==> config.mk <==
export PLATFORM = sky130hd
export DESIGN_NAME = ld_sequencer
export DESIGN_NICKNAME = d
export VERILOG_FILES = /design/src/rtl/ld_seq_pkg.sv /design/src/rtl/ld_wait_timer.sv /design/src/rtl/ld_sequencer.sv
export SDC_FILE = /design/constraint.sdc
export NUM_CORES = 1
export LEC_CHECK = 0
export ABC_AREA = 1
export CAP_MARGIN = 30
export CORE_UTILIZATION = 41
export DETAILED_ROUTE_END_ITERATION = 8
export HOLD_SLACK_MARGIN = 0.08
export MAX_ROUTING_LAYER = met4
export PLACE_DENSITY = 0.71
export SETUP_SLACK_MARGIN = 0.2
export SLEW_MARGIN = 20
export SYNTH_ARGS = -nofsm -noshare
export SYNTH_HDL_FRONTEND = slang
export SYNTH_SLANG_ARGS = --single-unit
==> constraint.sdc <==
create_clock -name CLK -period 3.15 [get_ports CLK]
set_input_delay 0.63 -clock CLK [delete_from_list [all_inputs] [get_ports CLK]]
set_output_delay 0.63 -clock CLK [all_outputs]
set_load 0.005 [all_outputs]
==> src/rtl/ld_seq_pkg.sv <==
// Shared definitions for the multi-cycle load/store sequencer.
// Holds the 4-bit state encoding, the decoded opcode constants and the
// pc_src mux codes used by ld_sequencer and its testbench-facing state port.
package ld_seq_pkg;

  typedef enum logic [3:0] {
    FETCH    = 4'd0,
    DECODE   = 4'd1,
    EXEC_R   = 4'd2,
    EXEC_I   = 4'd3,
    MEM_ADDR = 4'd4,
    MEM_RD   = 4'd5,
    MEM_WR   = 4'd6,
    WB_ALU   = 4'd7,
    WB_MEM   = 4'd8,
    BRANCH   = 4'd9,
    JUMP     = 4'd10,
    INTR     = 4'd11,
    FAULT    = 4'd12
  } state_t;

  localparam logic [5:0] OP_RTYPE = 6'h00;
  localparam logic [5:0] OP_ADDI  = 6'h08;
  localparam logic [5:0] OP_LW    = 6'h23;
  localparam logic [5:0] OP_SW    = 6'h2B;
  localparam logic [5:0] OP_BEQ   = 6'h04;
  localparam logic [5:0] OP_J     = 6'h02;

  localparam logic [1:0] PC_INC    = 2'd0;
  localparam logic [1:0] PC_BRANCH = 2'd1;
  localparam logic [1:0] PC_JUMP   = 2'd2;
  localparam logic [1:0] PC_VEC    = 2'd3;

  // States that hold a memory request open until mem_rdy.
  function automatic logic is_wait_state(input state_t s);
    return (s == FETCH) || (s == MEM_RD) || (s == MEM_WR);
  endfunction

endpackage

==> src/rtl/ld_wait_timer.sv <==
// Memory-handshake watchdog: counts wait cycles without mem_rdy.
// Latency: expired is a combinational view of the registered count.
// No backpressure; clr/inc are sampled every cycle.
// Ports: CLK, RESET (sync, active-high), clr (restart count), inc (one more
// wait cycle), expired (current cycle is the last one allowed to wait).
module ld_wait_timer #(
  parameter int WAIT_MAX = 15
) (
  input  logic CLK,
  input  logic RESET,
  input  logic clr,
  input  logic inc,
  output logic expired
);

  localparam int CW = (WAIT_MAX > 1) ? $clog2(WAIT_MAX) : 1;
  localparam logic [CW-1:0] LAST = CW'(WAIT_MAX - 1);

  logic [CW-1:0] cnt;

  always_ff @(posedge CLK) begin
    if (RESET || clr) begin
      cnt <= '0;
    end else if (inc && (cnt != LAST)) begin
      cnt <= cnt + CW'(1);
    end
  end

  // When the count already holds WAIT_MAX-1, one more cycle without mem_rdy
  // makes WAIT_MAX wait cycles, so the FSM leaves for FAULT on this edge.
  assign expired = (cnt == LAST);

endmodule

==> src/rtl/ld_sequencer.sv <==
// Multi-cycle control sequencer for a simple load/store CPU datapath.
// Latency: R/ADDI 4, LW 5, SW 4, BEQ 3, J 3 cycles; +1 per memory wait cycle.
// Backpressure: FETCH/MEM_RD/MEM_WR stall on mem_rdy, FAULT after WAIT_MAX waits.
// Ports: CLK, RESET (sync, active-high); opcode/zero/mem_rdy/int_req inputs;
// register/memory enables, pc_src mux select, state and sticky fault outputs.
// Optional feature: define INTR_EN to enable the INTR state and int_req.
module ld_sequencer
  import ld_seq_pkg::*;
#(
  parameter int         WAIT_MAX    = 15,
  parameter logic [1:0] INT_VEC_SEL = 2'b11
) (
  input  logic       CLK,
  input  logic       RESET,
  input  logic [5:0] opcode,
  input  logic       zero,
  input  logic       mem_rdy,
  input  logic       int_req,
  output logic       pc_ld,
  output logic       ir_ld,
  output logic       mdr_ld,
  output logic       aluout_ld,
  output logic       rf_we,
  output logic       mem_rd,
  output logic       mem_wr,
  output logic       epc_ld,
  output logic       int_ack,
  output logic [1:0] pc_src,
  output logic [3:0] state,
  output logic       fault
);

  state_t st, st_nxt, st_done;
  logic   wait_clr, wait_inc, wait_exp;

  // Where a completed instruction goes; int_req is only looked at here.
`ifdef INTR_EN
  assign st_done = int_req ? INTR : FETCH;
`else
  logic unused_int_req;
  assign unused_int_req = int_req;
  assign st_done        = FETCH;
`endif

  always_ff @(posedge CLK) begin
    if (RESET) begin
      st <= FETCH;
    end else begin
      st <= st_nxt;
    end
  end

  // Counter restarts whenever a wait state is newly entered.
  assign wait_inc = is_wait_state(st) && !mem_rdy && !RESET;
  assign wait_clr = is_wait_state(st_nxt) && (st_nxt != st);

  ld_wait_timer #(.WAIT_MAX(WAIT_MAX)) u_wait (
    .CLK     (CLK),
    .RESET   (RESET),
    .clr     (wait_clr),
    .inc     (wait_inc),
    .expired (wait_exp)
  );

  always_comb begin
    st_nxt    = st;
    pc_ld     = 1'b0;
    ir_ld     = 1'b0;
    mdr_ld    = 1'b0;
    aluout_ld = 1'b0;
    rf_we     = 1'b0;
    mem_rd    = 1'b0;
    mem_wr    = 1'b0;
    epc_ld    = 1'b0;
    int_ack   = 1'b0;
    pc_src    = PC_INC;
    case (st)
      FETCH: begin
        mem_rd = 1'b1;
        if (mem_rdy) begin
          ir_ld  = 1'b1;
          pc_ld  = 1'b1;
          st_nxt = DECODE;
        end else if (wait_exp) begin
          st_nxt = FAULT;
        end
      end
      DECODE: begin
        case (opcode)
          OP_RTYPE:     st_nxt = EXEC_R;
          OP_ADDI:      st_nxt = EXEC_I;
          OP_LW, OP_SW: st_nxt = MEM_ADDR;
          OP_BEQ:       st_nxt = BRANCH;
          OP_J:         st_nxt = JUMP;
          default:      st_nxt = FAULT;
        endcase
      end
      EXEC_R, EXEC_I: begin
        aluout_ld = 1'b1;
        st_nxt    = WB_ALU;
      end
      MEM_ADDR: begin
        // IR is stable after FETCH, so opcode still selects LW vs SW here.
        aluout_ld = 1'b1;
        if (opcode == OP_LW) begin
          st_nxt = MEM_RD;
        end else if (opcode == OP_SW) begin
          st_nxt = MEM_WR;
        end else begin
          st_nxt = FAULT;
        end
      end
      MEM_RD: begin
        mem_rd = 1'b1;
        if (mem_rdy) begin
          mdr_ld = 1'b1;
          st_nxt = WB_MEM;
        end else if (wait_exp) begin
          st_nxt = FAULT;
        end
      end
      MEM_WR: begin
        mem_wr = 1'b1;
        if (mem_rdy) begin
          st_nxt = st_done;
        end else if (wait_exp) begin
          st_nxt = FAULT;
        end
      end
      WB_ALU, WB_MEM: begin
        rf_we  = 1'b1;
        st_nxt = st_done;
      end
      BRANCH: begin
        if (zero) begin
          pc_ld  = 1'b1;
          pc_src = PC_BRANCH;
        end
        st_nxt = st_done;
      end
      JUMP: begin
        pc_ld  = 1'b1;
        pc_src = PC_JUMP;
        st_nxt = st_done;
      end
`ifdef INTR_EN
      INTR: begin
        epc_ld  = 1'b1;
        int_ack = 1'b1;
        pc_ld   = 1'b1;
        pc_src  = INT_VEC_SEL;
        st_nxt  = FETCH;
      end
`endif
      FAULT:   st_nxt = FAULT;
      default: st_nxt = FAULT;
    endcase

    // No datapath side effects while reset is held.
    if (RESET) begin
      pc_ld     = 1'b0;
      ir_ld     = 1'b0;
      mdr_ld    = 1'b0;
      aluout_ld = 1'b0;
      rf_we     = 1'b0;
      mem_rd    = 1'b0;
      mem_wr    = 1'b0;
      epc_ld    = 1'b0;
      int_ack   = 1'b0;
      pc_src    = PC_INC;
    end
  end

  assign state = st;
  assign fault = (st == FAULT);

endmodule

# == After elaboration in Yosys (flattened, before gate mapping) ==
# Cells that the tools add are included.
# op_classes
addsub,1
eq_ne,21
muxes,27
n_reduce_logical,20
# ops
op,count
4-bit case mux with 7 select lines,1
4-bit by 3-bit equality test with 1-bit output (second input constant),6
4-bit two-way mux,6
4-bit equality test (second input constant),5
4-bit case mux with 5 select lines,1
1-bit two-way mux,16
6-bit equality test (second input constant),2
4-bit by 2-bit equality test with 1-bit output (second input constant),2
4-bit zero test,2
2-bit OR reduction,4
6-bit by 2-bit equality test with 1-bit output (second input constant),1
6-bit by 3-bit equality test with 1-bit output (second input constant),1
6-bit by 4-bit equality test with 1-bit output (second input constant),1
6-bit zero test,1
1-bit logical OR,5
4-bit by 1-bit adder with 4-bit output (second input constant),1
4-bit by 1-bit equality test with 1-bit output (second input constant),1
1-bit logical AND,4
4-bit inequality test,1
4-bit inequality test (second input constant),1
2-bit case mux with 2 select lines,1
4-bit OR reduction,1
1-bit case mux with 3 select lines,1
3-bit OR reduction,1
2 further kinds,3
# word_totals
regBits,8
in_bits,11
elab_cells,71

# == Depth between registers and ports, before layout ==
# Gate-level depths: netlist (run 1).
# depth
depth_word,9
ltp_mapped,14

# == Hierarchy ==
# Synthesis (run 1) repeated with hierarchy kept, for this count alone.
# unflattened
cells_unflattened,161
hier_area_um2,909.6
# by_module_without_submodules
module,instances,cells_per_inst,area_per_inst_um2
ld_sequencer,1,130,673.1
ld_wait_timer,1,31,236.5

# == Least setup slack after synthesis (run 1) ==
# OpenSTA, ideal clock, no wires.
# synth_path
path_kind,input port to flip-flop
start,in opcode[5]
end,reg u_wait.cnt[0]
arrival_ps,1528
required_ps,3034
setup_slack_ps,1506
cell_stages,10
path_buffers,0
path_cell_list,inv_1 > nor2_1 > nand3_1 > nand3_1 > nand2_1 > nand3b_1 > a21oi_1 > nand3_1 > nand2_2 > nor2_1
# synth_via
elab_chain_cells,9
elab_cells_between_ends,19
classes_between,eq/ne (8); mux (4); reduce/logical (7)
# synth_lines
item,line_no,rtl
from (decl),ld_sequencer.sv:15,"input logic [5:0] opcode,"
6-bit equality test (on tied branches),"ld_sequencer.sv:89, ld_sequencer.sv:105, ld_sequencer.sv:107",
2-bit OR reduction / 4-bit two-way mux (equally long branches),"ld_sequencer.sv:89, ld_sequencer.sv:107",
4-bit case mux with 5 select lines / 4-bit two-way mux (equally long branches),"ld_sequencer.sv:89, ld_sequencer.sv:105",
4-bit case mux with 7 select lines *,ld_sequencer.sv:77,case (st)
4-bit by 3-bit equality test with 1-bit output / 4-bit zero test (equally long branches),ld_seq_pkg.sv:36,return (s == FETCH) || (s == MEM_RD) || (s == MEM_WR);
1-bit logical OR (2 in a row),ld_seq_pkg.sv:36,
1-bit logical AND *,ld_sequencer.sv:55,assign wait_clr = is_wait_state(st_nxt) && (st_nxt != st);
1-bit logical OR *,ld_wait_timer.sv:22,if (RESET || clr) begin
to (signal assigned),ld_wait_timer.sv:25,cnt <= cnt + CW'(1);
to (decl),ld_wait_timer.sv:19,logic [CW-1:0] cnt;
# Mark *: on every way between the ends. The rest lies on a longest branch, timed or not.
# A chain may end at the register's enable or synchronous reset.

# == Worst setup path after layout (run 1) ==
# layout_path
start,in RESET
end,out rf_we
# layout_via
elab_chain_cells,1
# layout_lines
item,line_no,rtl
from (decl),ld_sequencer.sv:14,"input logic RESET,"
1-bit two-way mux,ld_sequencer.sv:160,if (RESET) begin
to (decl),ld_sequencer.sv:23,"output logic rf_we,"
# No other way between the ends.

==> flow_metrics.env, run 1 <==
export IMPL_status="finished, final reports clean"
export IMPL_die_height_um=47.5
export IMPL_slew_violations=0
export IMPL_cts_setup_buffers=0
export IMPL_r2r_end="u_wait.cnt[0]"
export IMPL_first_global_vias=855
export IMPL_grt_pass1_wl_um=3380
export IMPL_clockBufferDepth=2
export IMPL_power_density_mw_per_mm2=520
export IMPL_core_mm2=0.00196
export IMPL_cts_tree="built"
export IMPL_antenna_left=0
export IMPL_clk_pin_slew_ns=0.05
export IMPL_peakVddDrop_v=0.000315
export IMPL_ioPinCount=27
export IMPL_start_util_pct=43.2
export IMPL_vias=1019
export IMPL_antenna_found_initial=0
export IMPL_r2r_slack_ns=1.37
export IMPL_final_nets=192
export IMPL_drc=0
export IMPL_wl_met1_um=972
export IMPL_critPathCapture="rf_we"
export IMPL_cts_htree_levels=1
export IMPL_synth_top_cell_by_area="dfxtp_1"
export IMPL_cap_violations=0
export IMPL_tightest_slew_ns=0.502
export IMPL_gp_congestion=0.910
export IMPL_clock_latency_ns=0.24
export IMPL_worstReg2RegStart="u_wait.cnt[0]"
export IMPL_die_area_mm2=0.00225
export IMPL_finalSetupViolCount=0
export IMPL_ys_seq_elements=8
export IMPL_synthCells=153
export IMPL_critPathLaunchType="input port"
export IMPL_tns_ns=0
export IMPL_ys_warnings_count=0
export IMPL_syn_area_per_cell_um2=5.54
export IMPL_rows=16
export IMPL_drtIter0Drc=25
export IMPL_period_share_pct=89.5
export IMPL_yosysSeqAreaShare_pct=18.9
export IMPL_r2r_cells=14
export IMPL_highest_layer="met4"
export IMPL_dp_hpwl_um=1750
export IMPL_synth_cell_types=24
export IMPL_worstSetupPathType="input port to output pin"
export IMPL_clock_sinks=8
export IMPL_hp_class="flip-flop to flip-flop"
export IMPL_required_ns=2.52
export IMPL_synth_top_area_share_pct=18.9
export IMPL_arrival_ns=2.19
export IMPL_grt_max_degree=15
export IMPL_rsz0062_at_grt="no"
export IMPL_routed_wl_um=2100
export IMPL_ctsResizeCount=0
export IMPL_die_x_um=47.5
export IMPL_min_period_ns=2.82
export IMPL_cts_hold_buf=0
export IMPL_clock_skew_ns=0.00552
export IMPL_synth_area_um2=848
export IMPL_grt_usage_pct=21.5
export IMPL_antenna_cells=0
export IMPL_yosys_top_cells_area="dfxtp_1 19%, nand2_1 15%, nor2_1 13%"
export IMPL_instances_no_fill=204
export IMPL_slew_headroom_pct=66.4
export IMPL_globalRouteOverflowTotal=0
export IMPL_drive_gt1_share_pct=10.7
export IMPL_area_delta_synth_final_pct=32.0
export IMPL_cts_root_buf="clkbuf_4"
export IMPL_cp_end_kind="output pin"
export IMPL_dp_cells=201
export IMPL_first_pass_iters=4
export IMPL_max_freq_mhz=355
export IMPL_wl_met3_um=138
export IMPL_wire_per_inst_um=10.3
export IMPL_p_total_w=0.000582
export IMPL_finalHoldViolCount=0
export IMPL_cts_buffers=3
export IMPL_power_leakage_nw=0.562
export IMPL_viasPerCell=5.00
export IMPL_cp_max_fo=14
export IMPL_critPathLaunch="RESET"
export IMPL_numPortBuffers=23
export IMPL_wl_met2_um=965
area by class of cell:
type,count,area [um^2]
Clock buffer,3,22.5
Fill cell,210,842
Inverter,24,90.1
Multi-Input combinational cell,119,583
Sequential cell,8,160
Tap cell,27,33.8
Timing Repair Buffer,23,230
synth_stat cells:
master and count:
nand4_1 3, buf_4 2, a21oi_1 6, inv_2 4, nand3_2 2, nand3b_1 1, nor3_1 3, conb_1 1
nand2_1 34, xor2_1 2, inv_1 20, clkbuf_1 1, nor2_4 1, ha_1 2, nand3_1 18, o21ai_0 2
nor2_1 30, xnor2_1 1, nand2_2 4, a31oi_1 2, a211oi_1 1, dfxtp_1 8, nand2_4 1, nor2_2 4
cells by family after synthesis:
logic type	count (synthesis)	synth area share (%)
buffers and inverters	27	12.8
adder cells (fa/ha/maj)	2	2.95
flip-flops	8	18.9
AO/OA/AOI/OAI	11	7.08
AND/OR/NAND/NOR	101	54.7
other	1	0.442
XOR/XNOR	3	3.10
power breakdown:
group          internal, W  switching (W)  leakage [nW]
combinational     0.000153       0.000203         0.483
sequential        0.000119      0.0000341        0.0651
clock            0.0000433      0.0000306        0.0138
sequential cells by signal (all words and copies together), names as in the netlist:
name and cells:
state 4, u_wait.cnt 4
metal layers:
layer,global-route usage [%],vias up
met5,-,-
met4,7.43,0
met3,2.26,4
met2,35.1,41
met1,27.3,441
li1,-,533
worst min-delay path by stage:
stage | from | endpoint | slack (ns) | depth (start not counted)
floorplan | u_wait.cnt[3] | u_wait.cnt[3] | 0.50 | 3
global placement | u_wait.cnt[3] | u_wait.cnt[3] | 0.51 | 3
detailed placement | u_wait.cnt[3] | u_wait.cnt[3] | 0.53 | 3
CTS | u_wait.cnt[3] | u_wait.cnt[3] | 0.54 | 3
global route | u_wait.cnt[3] | u_wait.cnt[3] | 0.57 | 3
finish | u_wait.cnt[3] | u_wait.cnt[3] | 0.54 | 3
critical path: stages:
cell and delay (ns):
clkdlybuf4s50_1 0.66, a211oi_1 0.35, clkdlybuf4s50_1 0.54
cells in the final DEF (no fill, tap or decap), drive strengths merged, types with 3 or more instances in the layout:
| master | count |
|---|---|
| nand2 | 39 |
| nor2 | 35 |
| inv | 24 |
| clkdlybuf4s50 | 23 |
| nand3 | 20 |
| dfxtp | 8 |
| a21oi | 6 |
| nor3 | 3 |
| nand4 | 3 |
| clkbuf | 3 |
through the flow:
stage / hold WS [ns] / instance area [um^2] / worst slack [ns] / util [%]
after floorplan: 0.503 / 852 / 1.51 / -
after global placement: 0.514 / 1100 / 0.384 / 55.9
after detailed placement: 0.531 / 1100 / 0.339 / 55.9
after CTS: 0.542 / 1120 / 0.334 / 57.1
after global routing: 0.573 / 1120 / 0.237 / 57.1
final: 0.538 / 1120 / 0.331 / 57.1
Note: power is estimated with default switching activity, not from simulation.
==> run 2, diff against run 1 <==
Settings changed: CORE_ASPECT_RATIO set to 1.4, CORE_MARGIN set to 3, SLEW_MARGIN 20 to unset.
==> run 2 against run 1 <==
Utilization rose by 2.5 points. Power about the same. Cell area shrank 0.56%. Global-route usage shrank 1.6 points. Routed wire length rose by 8.1%. Register-to-register slack is essentially flat. Cell count decreased by 3.4%. Clock skew grew 0.0016 ns. Non-clock buffer count did not move. First-iteration DRC count decreased by 44%. Fmax is 6.5% higher. Critical path type unchanged. Largest cell class unchanged. Highest routed layer unchanged.
==> flow_metrics.env, run 2 (synthesized netlist as in run 1, its figures left out) <==
export IMPL_status="finished, final reports clean"
export IMPL_power_leakage_nw=0.571
export IMPL_period_share_pct=84.0
export IMPL_power_density_mw_per_mm2=522
export IMPL_slew_violations=0
export IMPL_min_path_cells=3
export IMPL_dp_hpwl_um=1980
export IMPL_clock_sinks=8
export IMPL_viasPerCell=5.05
export IMPL_first_global_vias=967
export IMPL_grt_max_degree=15
export IMPL_cts_htree_levels=1
export IMPL_wire_per_inst_um=11.5
export IMPL_gp_congestion=0.847
export IMPL_arrival_ns=2.02
export IMPL_hold_start="u_wait.cnt[3]"
export IMPL_drtIter0Drc=14
export IMPL_drive_gt1_share_pct=10.7
export IMPL_required_ns=2.52
export IMPL_cts_root_buf="clkbuf_4"
export IMPL_die_area_mm2=0.00266
export IMPL_die_x_um=44.4
export IMPL_max_freq_mhz=378
export IMPL_dp_cells=194
export IMPL_p_total_w=0.000582
export IMPL_clock_latency_ns=0.25
export IMPL_die_height_um=59.8
export IMPL_cap_violations=0
export IMPL_area_delta_synth_final_pct=31.3
export IMPL_start_util_pct=45.4
export IMPL_finalHoldViolCount=0
export IMPL_worstReg2RegStart="u_wait.cnt[1]"
export IMPL_clk_pin_slew_ns=0.05
export IMPL_worstSetupPathType="input port to output pin"
export IMPL_ioPinCount=27
export IMPL_mostFrequentLayoutCells="34 x nand2_1, 30 x nor2_1, 22 x clkdlybuf4s50_1"
export IMPL_min_period_ns=2.65
export IMPL_rows=18
export IMPL_vias=994
export IMPL_peakVddDrop_v=0.000287
export IMPL_globalRouteOverflowTotal=0
export IMPL_instances_no_fill=197
export IMPL_first_pass_iters=4
export IMPL_cp_max_fo=3
export IMPL_core_mm2=0.00187
export IMPL_final_nets=192
export IMPL_critPathLaunchType="input port"
export IMPL_r2r_end="u_wait.cnt[2]"
export IMPL_clockBufferDepth=2
export IMPL_rsz0062_at_grt="no"
export IMPL_antenna_cells=0
export IMPL_numPortBuffers=23
export IMPL_min_to="u_wait.cnt[3]"
export IMPL_layout_commonest_cell="nand2_1"
export IMPL_cts_buffers=3
export IMPL_fin_util_pct=59.6
export IMPL_finalSetupViolCount=0
export IMPL_r2r_slack_ns=1.38
export IMPL_grt_pass1_wl_um=3880
export IMPL_cts_tree="built"
export IMPL_routed_wl_um=2270
export IMPL_r2r_cells=12
export IMPL_cts_hold_buf=0
export IMPL_antenna_left=0
export IMPL_antenna_found_initial=0
export IMPL_cp_end_kind="output pin"
export IMPL_drc=0
export IMPL_clock_skew_ns=0.00715
export IMPL_tns_ns=0
export IMPL_hp_class="flip-flop to flip-flop"
export IMPL_grt_usage_pct=19.8
[run 2: cell count changes in the layout (fill, tap and decap cells not counted), sizes merged]
cell           previous run  this run
dlymetal6s2s              0         1
clkdlybuf4s50            23        22
[run 2: critical path: stages]
cell and delay [ns]:
clkdlybuf4s50_1 0.51, nand3_1 0.15, a31oi_1 0.20, clkdlybuf4s50_1 0.53
[run 2: how the worst max path moves through the flow]
stage,slack (ns),startpoint,depth (start not counted),endpoint
2_1_floorplan,1.51,opcode[5],10,u_wait.cnt[0]
3_3_place_gp,0.39,RESET,3,rf_we
3_5_place_dp,0.34,RESET,3,rf_we
4_1_cts,0.35,RESET,3,rf_we
5_1_grt,0.41,mem_rdy,4,pc_ld
6_report,0.50,mem_rdy,4,pc_ld
[run 2: power breakdown]
part	leakage, nW	switching (W)	internal (W)
clock network	0.0138	0.0000307	0.0000433
logic	0.492	0.000204	0.000152
registers	0.0651	0.0000331	0.000119
total	0.571	0.000267	0.000314
[run 2: layout make-up]
class                      count  area (um^2)
multi-input combinational    119          583
inverter                      24         90.1
clock buffer                   3         22.5
timing repair buffer          23          233
sequential                     8          160
fill                         196          756
tap                           20         25.0
[run 2: metrics by stage]
stage                     area (um^2)  hold slack (ns)  setup slack, ns
after floorplan                   852            0.503             1.51
after global placement           1090            0.524            0.390
after detailed placement         1090            0.542            0.341
after CTS                        1110            0.555            0.346
after global routing             1110            0.593            0.406
final                            1110            0.561            0.503
[run 2: per-layer routing]
layer	vias up	share of wire (%)	track usage, %
li1	529	-	-
met1	449	38	18.4
met2	12	59	40.4
met3	4	1.8	1.81
met4	0	1.4	6.47
met5	-	0	-
[run 2: what timing repair did]
| item | CTS | global route |
|---|---|---|
| endpoints found under the setup margin | 0 | 1 |
| buffers inserted | 0 | 0 |
| resized for setup | 0 | 1 |
==> run 3, diff against run 2 <==
Clock period 3.15 ns to 2.7 ns, I/O delays scaled along.
==> run 3 against run 2 <==
First-iteration DRC count grew 14%. Register-to-register slack lost 0.45 ns. Sequential cell count is the same. Sequential power grew 18%. Critical path type unchanged. Largest cell class unchanged.
==> flow_metrics.env, run 3 (synthesized netlist as in run 1, its figures left out) <==
export IMPL_status="finished, final reports clean"
export IMPL_antenna_left=0
export IMPL_drtIter0Drc=16
export IMPL_finalHoldViolCount=0
export IMPL_worstReg2RegStart="u_wait.cnt[0]"
export IMPL_globalRouteOverflowTotal=0
export IMPL_cts_root_buf="clkbuf_4"
export IMPL_clk_pin_slew_ns=0.05
export IMPL_cts_htree_levels=1
export IMPL_die_area_mm2=0.00266
export IMPL_cts_tree="built"
export IMPL_hold_start="u_wait.cnt[3]"
export IMPL_rsz0062_at_grt="no"
export IMPL_viasPerCell=4.96
export IMPL_fin_util_pct=60.3
export IMPL_peakVddDrop_v=0.000343
export IMPL_cp_max_fo=3
export IMPL_critPathLaunch="mem_rdy"
export IMPL_arrival_ns=1.90
export IMPL_mostFrequentLayoutCells="34 x nand2_1, 30 x nor2_1, 22 x clkdlybuf4s50_1"
export IMPL_core_mm2=0.00187
export IMPL_p_switching_w=0.000318
export IMPL_dp_hpwl_um=1860
export IMPL_cts_hold_buf=0
export IMPL_r2r_end="u_wait.cnt[2]"
export IMPL_min_to="u_wait.cnt[3]"
export IMPL_required_ns=2.16
export IMPL_critPathLaunchType="input port"
export IMPL_die_height_um=59.8
export IMPL_grt_pass1_wl_um=3630
export IMPL_area_delta_synth_final_pct=32.9
export IMPL_die_x_um=44.4
export IMPL_slew_violations=0
export IMPL_cp_end_kind="output pin"
export IMPL_antenna_found_initial=0
export IMPL_p_clk_share_pct=12.7
export IMPL_start_util_pct=45.4
export IMPL_numPortBuffers=23
export IMPL_p_int_w=0.000371
export IMPL_first_global_vias=934
export IMPL_min_path_cells=3
export IMPL_cap_violations=0
export IMPL_r2r_cells=14
export IMPL_rows=18
export IMPL_worstSetupPathType="input port to output pin"
export IMPL_cts_buffers=3
export IMPL_finalSetupViolCount=0
export IMPL_grt_max_degree=11
export IMPL_vias=982
export IMPL_wire_per_inst_um=11.0
export IMPL_final_nets=193
export IMPL_antenna_cells=0
export IMPL_grt_usage_pct=18.5
export IMPL_max_freq_mhz=410
export IMPL_min_period_ns=2.44
export IMPL_gp_congestion=0.850
export IMPL_routed_wl_um=2190
export IMPL_power_frac_comb_pct=61.4
export IMPL_first_pass_iters=4
export IMPL_clock_latency_ns=0.25
export IMPL_ioPinCount=27
export IMPL_clock_sinks=8
export IMPL_dp_cells=195
export IMPL_clockBufferDepth=2
export IMPL_tns_ns=0
export IMPL_power_leakage_nw=0.579
export IMPL_hp_class="flip-flop to flip-flop"
export IMPL_layout_commonest_cell="nand2_1"
export IMPL_switching_share_pct=46.2
export IMPL_r2r_slack_ns=0.93
export IMPL_instances_no_fill=198
export IMPL_drive_gt1_share_pct=12.4
export IMPL_clock_skew_ns=0.00747
export IMPL_period_share_pct=90.2
export IMPL_power_density_mw_per_mm2=611
export IMPL_drc=0
export IMPL_sequentialPowerShare_pct=26.0
==> run 3: layout make-up <==
type / instances / area, um^2
clock buffer: 3 / 22.5
multi-input combinational: 119 / 588
tap: 20 / 25.0
inverter: 24 / 90.1
sequential: 8 / 161
timing repair buffer: 24 / 240
fill: 192 / 742
==> run 3: critical path, cell delays in order <==
cell and delay [ns]:
clkdlybuf4s50_1 0.52, inv_1 0.09, nor3_1 0.21, clkdlybuf4s50_1 0.54
==> run 3: per-stage QoR <==
stage | hold slack, ns | setup WS [ns] | power, W | cell area, um^2
2_1_floorplan | 0.503 | 1.15 | 0.000454 | 852
3_3_place_gp | 0.532 | 0.233 | 0.000594 | 1100
3_5_place_dp | 0.522 | 0.233 | 0.000597 | 1100
4_1_cts | 0.535 | 0.223 | 0.000689 | 1120
5_1_grt | 0.560 | 0.203 | 0.000756 | 1130
6_report | 0.531 | 0.263 | 0.000689 | 1130
==> run 3: how the worst max path moves through the flow <==
stage | end | slack, ns | cells past startpoint
2_1_floorplan | u_wait.cnt[0] | 1.15 | 10
3_3_place_gp | pc_ld | 0.23 | 4
3_5_place_dp | mdr_ld | 0.23 | 3
4_1_cts | rf_we | 0.22 | 3
5_1_grt | pc_ld | 0.20 | 5
6_report | mdr_ld | 0.26 | 4
==> run 3: power by group through the flow <==
stage | Clock [W] | Sequential, W | Combinational, W
floorplan | 0 | 0.000173 | 0.000281
global placement | 0 | 0.000179 | 0.000414
detailed placement | 0 | 0.000180 | 0.000417
CTS | 0.0000931 | 0.000177 | 0.000419
global route | 0.0000961 | 0.000182 | 0.000478
finish | 0.0000874 | 0.000179 | 0.000423
==> run 3: timing repair <==
item                       in CTS  in global routing
setup endpoints to repair       0                  3
setup buffers                   0                  0
resized for setup               0                  3
==> run 3: metal layers <==
metal	part of all wire, %	global-route usage [%]	up-vias
met4	0.64	7.76	0
li1	-	-	530
met5	0	-	-
met2	57	36.3	10
met3	1.8	1.81	2
met1	40	17.6	440
